`src/rtl/id_ex_stage_if.sv`:
```
// ID/EX stage bus: ID-side instruction fields, forwarding sources from
// EX/MEM and MEM/WB, and the operands/control presented to the EX stage.
interface id_ex_stage_if #(
    parameter int DW = 32,
    parameter int RW = 5
);
    // Instruction arriving from ID
    logic          id_valid;
    logic [31:0]   id_pc;
    logic [RW-1:0] id_rs_addr;
    logic [RW-1:0] id_rt_addr;
    logic [DW-1:0] id_rs_data;
    logic [DW-1:0] id_rt_data;
    logic [RW-1:0] id_dest;
    logic [15:0]   id_imm;
    logic [RW-1:0] id_shamt;
    logic [3:0]    id_aluc;
    logic [2:0]    id_src;
    logic [3:0]    id_ctrl;
    logic [1:0]    id_use;

    // Pipeline control
    logic          flush;
    logic          stall_in;

    // Forwarding sources
    logic          exm_wr;
    logic [RW-1:0] exm_dest;
    logic [DW-1:0] exm_data;
    logic          wb_wr;
    logic [RW-1:0] wb_dest;
    logic [DW-1:0] wb_data;

    // EX-side results
    logic          stall_out;
    logic [DW-1:0] alu_a;
    logic [DW-1:0] alu_b;
    logic [3:0]    alu_aluc;
    logic          ex_valid;
    logic [31:0]   ex_pc;
    logic [DW-1:0] ex_store_data;
    logic [RW-1:0] ex_dest;
    logic [3:0]    ex_ctrl;

    // Upstream pipeline / environment side
    modport master (
        output id_valid, id_pc, id_rs_addr, id_rt_addr, id_rs_data, id_rt_data,
               id_dest, id_imm, id_shamt, id_aluc, id_src, id_ctrl, id_use,
               flush, stall_in, exm_wr, exm_dest, exm_data, wb_wr, wb_dest, wb_data,
        input  stall_out, alu_a, alu_b, alu_aluc, ex_valid, ex_pc,
               ex_store_data, ex_dest, ex_ctrl
    );

    // The ID/EX stage itself
    modport slave (
        input  id_valid, id_pc, id_rs_addr, id_rt_addr, id_rs_data, id_rt_data,
               id_dest, id_imm, id_shamt, id_aluc, id_src, id_ctrl, id_use,
               flush, stall_in, exm_wr, exm_dest, exm_data, wb_wr, wb_dest, wb_data,
        output stall_out, alu_a, alu_b, alu_aluc, ex_valid, ex_pc,
               ex_store_data, ex_dest, ex_ctrl
    );
endinterface

```
`src/rtl/id_ex_stage.sv`:
```
// ID/EX pipeline register and EX operand front end: captures the decoded
// instruction, forwards from EX/MEM (preferred) and MEM/WB, detects
// load-use hazards and builds the ALU operands.
module id_ex_stage #(
    parameter int DW = 32,
    parameter int RW = 5
) (
    input logic         clk,
    input logic         rst,
    id_ex_stage_if.slave bus
);
    // Bit positions inside the packed control fields
    localparam int CTRL_MEM_READ = 2;  // {reg_write, mem_read, mem_write, mem_to_reg}
    localparam int SRC_SEXT      = 2;  // {sext, a_is_shamt, b_is_imm}
    localparam int SRC_SHAMT     = 1;
    localparam int SRC_IMM       = 0;
    localparam int USE_RS        = 1;  // {uses_rs, uses_rt}
    localparam int USE_RT        = 0;

    // Captured instruction
    logic          ex_valid_q;
    logic [31:0]   pc_q;
    logic [RW-1:0] rs_addr_q;
    logic [RW-1:0] rt_addr_q;
    logic [DW-1:0] rs_val_q;
    logic [DW-1:0] rt_val_q;
    logic [RW-1:0] dest_q;
    logic [15:0]   imm_q;
    logic [RW-1:0] shamt_q;
    logic [3:0]    aluc_q;
    logic [2:0]    src_q;
    logic [3:0]    ctrl_q;

    logic          load_use;
    logic [DW-1:0] fwd_rs;
    logic [DW-1:0] fwd_rt;
    logic [DW-1:0] imm_ext;

    // Load in EX whose destination the ID instruction reads: one bubble needed
    always_comb begin
        load_use = ex_valid_q && ctrl_q[CTRL_MEM_READ] && (dest_q != '0) && bus.id_valid &&
                   ((bus.id_use[USE_RS] && (bus.id_rs_addr == dest_q)) ||
                    (bus.id_use[USE_RT] && (bus.id_rt_addr == dest_q)));
    end

    assign bus.stall_out = bus.stall_in | load_use;

    // Operand forwarding: the younger EX/MEM result wins; $0 is never forwarded
    always_comb begin
        // NOTE: defaults first so every path assigns both outputs and no latch is inferred.
        fwd_rs = rs_val_q;
        fwd_rt = rt_val_q;
        if ((rs_addr_q != '0) && bus.exm_wr && (bus.exm_dest == rs_addr_q))
            fwd_rs = bus.exm_data;
        else if ((rs_addr_q != '0) && bus.wb_wr && (bus.wb_dest == rs_addr_q))
            fwd_rs = bus.wb_data;
        if ((rt_addr_q != '0) && bus.exm_wr && (bus.exm_dest == rt_addr_q))
            fwd_rt = bus.exm_data;
        else if ((rt_addr_q != '0) && bus.wb_wr && (bus.wb_dest == rt_addr_q))
            fwd_rt = bus.wb_data;
    end

    // Immediate extension and ALU operand selection
    always_comb begin
        imm_ext = src_q[SRC_SEXT] ? {{(DW-16){imm_q[15]}}, imm_q}
                                  : {{(DW-16){1'b0}}, imm_q};
        bus.alu_a = src_q[SRC_SHAMT] ? {{(DW-RW){1'b0}}, shamt_q} : fwd_rs;
        bus.alu_b = src_q[SRC_IMM] ? imm_ext : fwd_rt;
    end

    assign bus.ex_store_data = fwd_rt;
    assign bus.alu_aluc      = aluc_q;
    assign bus.ex_valid      = ex_valid_q;
    assign bus.ex_pc         = pc_q;
    assign bus.ex_dest       = dest_q;
    assign bus.ex_ctrl       = ctrl_q;

    // Pipeline register update, priority flush > stall_in > load-use > load
    always_ff @(posedge clk or posedge rst) begin
        if (rst) begin
            // NOTE: non-blocking assignments keep every register sampling pre-edge values.
            ex_valid_q <= 1'b0;
            pc_q       <= '0;
            rs_addr_q  <= '0;
            rt_addr_q  <= '0;
            rs_val_q   <= '0;
            rt_val_q   <= '0;
            dest_q     <= '0;
            imm_q      <= '0;
            shamt_q    <= '0;
            aluc_q     <= '0;
            src_q      <= '0;
            ctrl_q     <= '0;
        end else if (bus.flush) begin
            ex_valid_q <= 1'b0;
            ctrl_q     <= '0;
        end else if (bus.stall_in) begin
            // Hold, but latch forwarded operands so a producer retiring
            // during the stall is not lost.
            rs_val_q <= fwd_rs;
            rt_val_q <= fwd_rt;
        end else if (load_use) begin
            ex_valid_q <= 1'b0;
            ctrl_q     <= '0;
        end else begin
            ex_valid_q <= bus.id_valid;
            pc_q       <= bus.id_pc;
            rs_addr_q  <= bus.id_rs_addr;
            rt_addr_q  <= bus.id_rt_addr;
            rs_val_q   <= bus.id_rs_data;
            rt_val_q   <= bus.id_rt_data;
            dest_q     <= bus.id_dest;
            imm_q      <= bus.id_imm;
            shamt_q    <= bus.id_shamt;
            aluc_q     <= bus.id_aluc;
            src_q      <= bus.id_src;
            ctrl_q     <= bus.id_valid ? bus.id_ctrl : 4'b0000;
        end
    end
endmodule

```
`src/flat_wrapper.sv`:
```
// flat-port wrapper written by rule: the top's interface ports become plain ports
module id_ex_stage_flat 
#(
    parameter int DW = 32,
    parameter int RW = 5
)
  (clk, rst, bus_id_valid, bus_id_pc, bus_id_rs_addr, bus_id_rt_addr, bus_id_rs_data, bus_id_rt_data, bus_id_dest, bus_id_imm, bus_id_shamt, bus_id_aluc, bus_id_src, bus_id_ctrl, bus_id_use, bus_flush, bus_stall_in, bus_exm_wr, bus_exm_dest, bus_exm_data, bus_wb_wr, bus_wb_dest, bus_wb_data, bus_stall_out, bus_alu_a, bus_alu_b, bus_alu_aluc, bus_ex_valid, bus_ex_pc, bus_ex_store_data, bus_ex_dest, bus_ex_ctrl);
  id_ex_stage_if #(.DW(DW), .RW(RW)) bus_i ();
  input logic clk;
  input logic rst;
  input wire logic [$bits(bus_i.id_valid)-1:0] bus_id_valid;
  input wire logic [$bits(bus_i.id_pc)-1:0] bus_id_pc;
  input wire logic [$bits(bus_i.id_rs_addr)-1:0] bus_id_rs_addr;
  input wire logic [$bits(bus_i.id_rt_addr)-1:0] bus_id_rt_addr;
  input wire logic [$bits(bus_i.id_rs_data)-1:0] bus_id_rs_data;
  input wire logic [$bits(bus_i.id_rt_data)-1:0] bus_id_rt_data;
  input wire logic [$bits(bus_i.id_dest)-1:0] bus_id_dest;
  input wire logic [$bits(bus_i.id_imm)-1:0] bus_id_imm;
  input wire logic [$bits(bus_i.id_shamt)-1:0] bus_id_shamt;
  input wire logic [$bits(bus_i.id_aluc)-1:0] bus_id_aluc;
  input wire logic [$bits(bus_i.id_src)-1:0] bus_id_src;
  input wire logic [$bits(bus_i.id_ctrl)-1:0] bus_id_ctrl;
  input wire logic [$bits(bus_i.id_use)-1:0] bus_id_use;
  input wire logic [$bits(bus_i.flush)-1:0] bus_flush;
  input wire logic [$bits(bus_i.stall_in)-1:0] bus_stall_in;
  input wire logic [$bits(bus_i.exm_wr)-1:0] bus_exm_wr;
  input wire logic [$bits(bus_i.exm_dest)-1:0] bus_exm_dest;
  input wire logic [$bits(bus_i.exm_data)-1:0] bus_exm_data;
  input wire logic [$bits(bus_i.wb_wr)-1:0] bus_wb_wr;
  input wire logic [$bits(bus_i.wb_dest)-1:0] bus_wb_dest;
  input wire logic [$bits(bus_i.wb_data)-1:0] bus_wb_data;
  output wire logic [$bits(bus_i.stall_out)-1:0] bus_stall_out;
  output wire logic [$bits(bus_i.alu_a)-1:0] bus_alu_a;
  output wire logic [$bits(bus_i.alu_b)-1:0] bus_alu_b;
  output wire logic [$bits(bus_i.alu_aluc)-1:0] bus_alu_aluc;
  output wire logic [$bits(bus_i.ex_valid)-1:0] bus_ex_valid;
  output wire logic [$bits(bus_i.ex_pc)-1:0] bus_ex_pc;
  output wire logic [$bits(bus_i.ex_store_data)-1:0] bus_ex_store_data;
  output wire logic [$bits(bus_i.ex_dest)-1:0] bus_ex_dest;
  output wire logic [$bits(bus_i.ex_ctrl)-1:0] bus_ex_ctrl;
  assign bus_i.id_valid = bus_id_valid;
  assign bus_i.id_pc = bus_id_pc;
  assign bus_i.id_rs_addr = bus_id_rs_addr;
  assign bus_i.id_rt_addr = bus_id_rt_addr;
  assign bus_i.id_rs_data = bus_id_rs_data;
  assign bus_i.id_rt_data = bus_id_rt_data;
  assign bus_i.id_dest = bus_id_dest;
  assign bus_i.id_imm = bus_id_imm;
  assign bus_i.id_shamt = bus_id_shamt;
  assign bus_i.id_aluc = bus_id_aluc;
  assign bus_i.id_src = bus_id_src;
  assign bus_i.id_ctrl = bus_id_ctrl;
  assign bus_i.id_use = bus_id_use;
  assign bus_i.flush = bus_flush;
  assign bus_i.stall_in = bus_stall_in;
  assign bus_i.exm_wr = bus_exm_wr;
  assign bus_i.exm_dest = bus_exm_dest;
  assign bus_i.exm_data = bus_exm_data;
  assign bus_i.wb_wr = bus_wb_wr;
  assign bus_i.wb_dest = bus_wb_dest;
  assign bus_i.wb_data = bus_wb_data;
  assign bus_stall_out = bus_i.stall_out;
  assign bus_alu_a = bus_i.alu_a;
  assign bus_alu_b = bus_i.alu_b;
  assign bus_alu_aluc = bus_i.alu_aluc;
  assign bus_ex_valid = bus_i.ex_valid;
  assign bus_ex_pc = bus_i.ex_pc;
  assign bus_ex_store_data = bus_i.ex_store_data;
  assign bus_ex_dest = bus_i.ex_dest;
  assign bus_ex_ctrl = bus_i.ex_ctrl;
  id_ex_stage #(.DW(DW), .RW(RW)) u_core (.clk(clk), .rst(rst), .bus(bus_i));
endmodule
```
`config.mk`:
```
export PLATFORM = sky130hd
export DESIGN_NAME = id_ex_stage_flat
export DESIGN_NICKNAME = d
export VERILOG_FILES = /design/src/rtl/id_ex_stage_if.sv /design/src/rtl/id_ex_stage.sv /design/src/flat_wrapper.sv
export SDC_FILE = /design/constraint.sdc
export NUM_CORES = 1
export LEC_CHECK = 0
export BUFFER_PORTS_ARGS = -buffer_cell sky130_fd_sc_hd__buf_2
export CAP_MARGIN = 20
export CORE_AREA = 2 2 142 144
export DETAILED_ROUTE_END_ITERATION = 8
export DIE_AREA = 0 0 144 146
export PLACE_DENSITY = 0.84
export SYNTH_ARGS = -nofsm -noshare
export SYNTH_HDL_FRONTEND = slang
export SYNTH_SLANG_ARGS = --single-unit
export TNS_END_PERCENT = 10
```
`constraint.sdc`:
```
create_clock -name clk -period 6.55 [get_ports clk]
set_input_delay 1.31 -clock clk [delete_from_list [all_inputs] [get_ports clk]]
set_output_delay 1.31 -clock clk [all_outputs]
set_load 0.01 [all_outputs]
```
; Word level (Yosys, flattened, before mapping)
; Cells that the tools add are included.
[totals]
output_inout_bits = 143
input_bits = 226
word_cells = 62
ff_bits = 144
[classes]
n_mux = 18
n_reduce_logical = 20
n_eq_ne = 8
n_bitwise = 4
[op_table]
columns = operator, n
row1 = 32-bit two-way mux, 11
row2 = 5-bit equality test, 6
row3 = 4-bit two-way mux, 4
row4 = 5-bit nonzero test, 3
row5 = 1-bit logical AND, 14
row6 = "2-bit != test, second input constant", 2
row7 = 1-bit two-way mux, 3
row8 = 1-bit inverter, 3
row9 = 3-bit AND reduction, 1
row10 = 2-bit AND reduction, 1
row11 = 1-bit logical OR, 1
row12 = 1-bit OR, 1

; Depth between registers and ports, before layout
[depth]
word_depth = 7
depth_mapped = 9
ltp_nobuf = 6

; Worst setup path before layout
; OpenSTA, ideal clock, no wires.
[synth_timing]
path_type = in2out
start = input port bus_wb_dest[3]
end = output port bus_alu_a[17]
t_arrival_ns = 2.923
slack_ns = 2.317
stages = 8
cell_sequence = xor2_1 -> nor4_1 -> and2_4 -> buf_6 -> buf_6 -> buf_2 -> mux2i_1 -> a211oi_1
[synth_via]
elab_chain_len = 5
[synth_rtl]
columns = element, line
row1 = "start, declared", flat_wrapper.sv:30  ; input wire logic [$bits(bus_i.wb_dest)-1:0] bus_wb_dest;
row2 = 5-bit equality test, id_ex_stage.sv:55  ; else if ((rs_addr_q != '0) && bus.wb_wr && (bus.wb_dest == rs_addr_q))
row3 = 1-bit logical AND, id_ex_stage.sv:55
row4 = 32-bit two-way mux, id_ex_stage.sv:55
row5 = 32-bit two-way mux, id_ex_stage.sv:53  ; if ((rs_addr_q != '0) && bus.exm_wr && (bus.exm_dest == rs_addr_q))
row6 = 32-bit two-way mux, id_ex_stage.sv:67  ; bus.alu_a = src_q[SRC_SHAMT] ? {{(DW-RW){1'b0}}, shamt_q} : fwd_rs;
row7 = "end, declared", flat_wrapper.sv:33  ; output wire logic [$bits(bus_i.alu_a)-1:0] bus_alu_a;
; No other way between the ends.

; Final worst setup path
[layout_timing]
start = input port bus_exm_dest[4]
end = output port bus_alu_b[13]
[layout_via]
elab_chain_len = 4
[layout_rtl]
columns = element, line
row1 = "start, declared", flat_wrapper.sv:27  ; input wire logic [$bits(bus_i.exm_dest)-1:0] bus_exm_dest;
row2 = 5-bit equality test, id_ex_stage.sv:57  ; if ((rt_addr_q != '0) && bus.exm_wr && (bus.exm_dest == rt_addr_q))
row3 = 1-bit logical AND, id_ex_stage.sv:57
row4 = 32-bit two-way mux, id_ex_stage.sv:57
row5 = 32-bit two-way mux, id_ex_stage.sv:68  ; bus.alu_b = src_q[SRC_IMM] ? imm_ext : fwd_rt;
row6 = "end, declared", flat_wrapper.sv:34  ; output wire logic [$bits(bus_i.alu_b)-1:0] bus_alu_b;
; No other way between the ends.

==> qor.csv <==
stage,metric,value,unit
status,outcome,finished clean,
clock_network,post-CTS setup buffer count,0,
synthesis,Synth area leaders,"dfrtp_1 (44%), mux2_1 (15%), mux2i_1 (7.0%)",
route,DR vias,7914,
sta,fmax,203,MHz
route,Routed WL,29500,um
synthesis,Synth Register Bits,144,
synthesis,Synth Area per Inst,10.3,sq um
synthesis,most frequent cell after synthesis,dfrtp_1,
setup_path,Crit path required time,5.24,ns
synthesis,Synth Net Count,1021,
clock_network,register clock-pin slew on the reported worst setup and hold paths,0.07,ns
clock_network,CTS tree,yes,
synthesis,Yosys top cell by area,dfrtp_1,
synthesis,area fraction of the dominant cell type after synthesis,0.439,
synthesis,most frequent cells after synthesis,"dfrtp_1 (144), mux2_1 (107), mux2i_1 (57)",
global_routing,Tot GR Track Use,0.278,
floorplan,Initial Util,0.425,
place,hpwl dp,21100,um
setup_path,crit path DAT,3.62,ns
clock_network,cts-stage hold buffer count,0,
global_routing,vias in the first global route,8111,
sta,Max-Slew Margin vs Limit,0.281,
route,DRT Pass-1 Iters,5,
place,IO buf count,368,
synthesis,"Cell Area, Synth",8210,sq um
route,Via-to-Cell Ratio,5.59,
floorplan,Core Rows,51,
setup_path,CP Launch Type,input port,
global_routing,initial antenna violation count,9,
route,Residual DRC,0,
synthesis,Syn Inst Count,795,
floorplan,DIE AREA,21000,sq um
clock_network,CTS Buffer Depth,2,
synthesis,"FFs w/ async S/R, synth",1.00,
sta,clk_skew,0.0118,ns
setup_path,Crit. End Element,output port,
layout,nets,1355,
clock_network,"Clk Latency, worst-skew pair",0.42,ns
synthesis,"Seq/Total Area, Yosys",0.439,
flow_run,max cap viols,0,
route,initial detailed-routing violation count,492,
setup_path,Crit path top cell by count,buf_2,
layout,Area Overhead vs Synth,32.9,%
sta,RSZ-0062 raised after global routing,false,
sta,final setup fails,0,
clock_network,CTS resizes,0,
setup_path,crit path kind,input port to output port,
route,wire per inst,20.8,um
sta,min cycle time layout,4.93,ns
synthesis,number of enable flip-flop cells after synthesis,0,
setup_path,crit-path cells,buf_2 -> xnor2_1 -> nand4_1 -> or4_2 -> buf_12 -> mux2i_1 -> o21ai_1 -> buf_2,
clock_network,CTS H-tree lvls,4,
layout,final core occ,0.564,
synthesis,Synth warnings,0,
place,gpl congestion,0.919,
clock_network,# clock sinks,144,
sta,setup TNS,0,ns
floorplan,chip height,146,um
min_path,Hold Path Class,flip-flop to flip-flop,
sta,final slew viol count,0,
global_routing,largest net degree at the start of global routing,87,
pwr,Worst VDD drop,0.162,mV
sta,period utilization,0.753,
sta,Least-Margin Pin Slew,1.08,ns
floorplan,core area,19300,sq um
setup_path,biggest cell delay along the critical path,0.88,ns
floorplan,die width,144,um
floorplan,Top-Level Pins,369,
clock_network,root buffer cell,clkbuf_16,
place,pre-CTS WS,1.47,ns
route,Routed Antenna Nets,0,
synthesis,prevailing post-synth register cell,dfrtp_1,
pwr,LEAKAGE,5.25,nW
sta,endpoints failing hold,0,
global_routing,GRT overflow,0,
sta,final worst setup slack,1.62,ns
global_routing,first-pass GRT wire length,44800,um
setup_path,"Max FO, Critical Path",21,
synthesis,synth unique cells,47,
layout,layout cells sized above 1,0.373,
pwr,PwrDens,270,nW/um^2
sta,worst hold margin,0.490,ns
setup_path,slowest cell on the critical path,or4_2,
clock_network,CTS Buf Count,17,
[state kept, by name (all words and copies together), names as in the netlist]
name                 count
u_core.bus.ex_pc        32
u_core.rs_val_q         32
u_core.rt_val_q         32
u_core.imm_q            16
u_core.bus.ex_dest       5
u_core.rs_addr_q         5
u_core.rt_addr_q         5
u_core.shamt_q           5
u_core.bus.alu_aluc      4
u_core.bus.ex_ctrl       4
u_core.src_q             3
u_core.bus.ex_valid      1
[layout by cell type (no fill, tap or decap), drive strengths merged, types with 21 or more instances in the layout]
| cell | instances |
|---|---|
| o21ai | 40 |
| mux2i | 57 |
| inv | 48 |
| mux2 | 111 |
| buf | 379 |
| dfrtp | 144 |
| nor2 | 55 |
| nand2 | 37 |
| xnor2 | 21 |
| a211oi | 36 |
| a21oi | 48 |
| o22ai | 27 |
[metrics by stage]
step | instances | power (mW) | area [sq um]
2_1_floorplan | 795 | 1.56 | 8210
3_3_place_gp | 1372 | 1.90 | 10200
3_5_place_dp | 1372 | 1.92 | 10200
4_1_cts | 1404 | 2.95 | 10800
5_1_grt | 1415 | 3.09 | 10900
6_report | 1415 | 2.94 | 10900
[cell type report]
cell class              count  area (sq um)
fillers                  1711          8430
clock buffers              17           425
flip-flops and latches    144          3610
well taps                 265           332
inverters                  38           148
multi-input cells         549          4210
clock inverters            15           190
repair buffers            379          1980
diodes                      8          20.0
[where the power goes]
group,switching [mW],internal (mW),leakage [nW]
Combinational,0.426,0.361,3.26
Clock,0.472,0.555,0.303
Sequential,0.112,1.02,1.68
Total,1.01,1.93,5.25
[per-layer routing]
metal	share of wire	vias up	GRT usage
met5	0.00044	-	0
met4	0.034	2	0.143
met1	0.39	3794	0.331
met3	0.094	66	0.0882
met2	0.48	441	0.450
li1	-	3611	-
[logic make-up after synthesis]
kind of cell,share of synthesized area
flip-flops,0.439
multiplexers,0.222
AND/OR/NAND/NOR,0.0645
XOR/XNOR,0.0309
AO/OA/AOI/OAI,0.192
buffers and inverters,0.0518
[worst paths after layout]
| path | cells past startpoint | startpoint | slack, ns | to |
|---|---|---|---|---|
| worst max register to register | 6 | u_core.rs_addr_q[1]$_DFFE_PP0P_ | 3.49 | u_core.rs_val_q[20]$_DFFE_PP0P_ |
| worst max-delay path | 8 | bus_exm_dest[4] | 1.62 | bus_alu_b[13] |
| max in group asynchronous | 3 | rst | 4.10 | u_core.src_q[1]$_DFFE_PP0P_ |
| worst min-delay path | 1 | u_core.bus.ex_pc[20]$_DFFE_PP0P_ | 0.49 | u_core.bus.ex_pc[20]$_DFFE_PP0P_ |
| worst min register to register | 1 | u_core.bus.ex_pc[20]$_DFFE_PP0P_ | 0.49 | u_core.bus.ex_pc[20]$_DFFE_PP0P_ |
| min in group asynchronous | 2 | rst | 1.03 | u_core.bus.ex_pc[31]$_DFFE_PP0P_ |
[worst max-delay path: cells and delay by family]
family                 cells  cell delay (ns)
AO/OA/AOI/OAI              1             0.10
XOR/XNOR                   1             0.15
buffers and inverters      3             0.60
multiplexers               1             0.45
AND/OR/NAND/NOR            2             0.98
No activity file was read; power rests on OpenSTA's default activity.
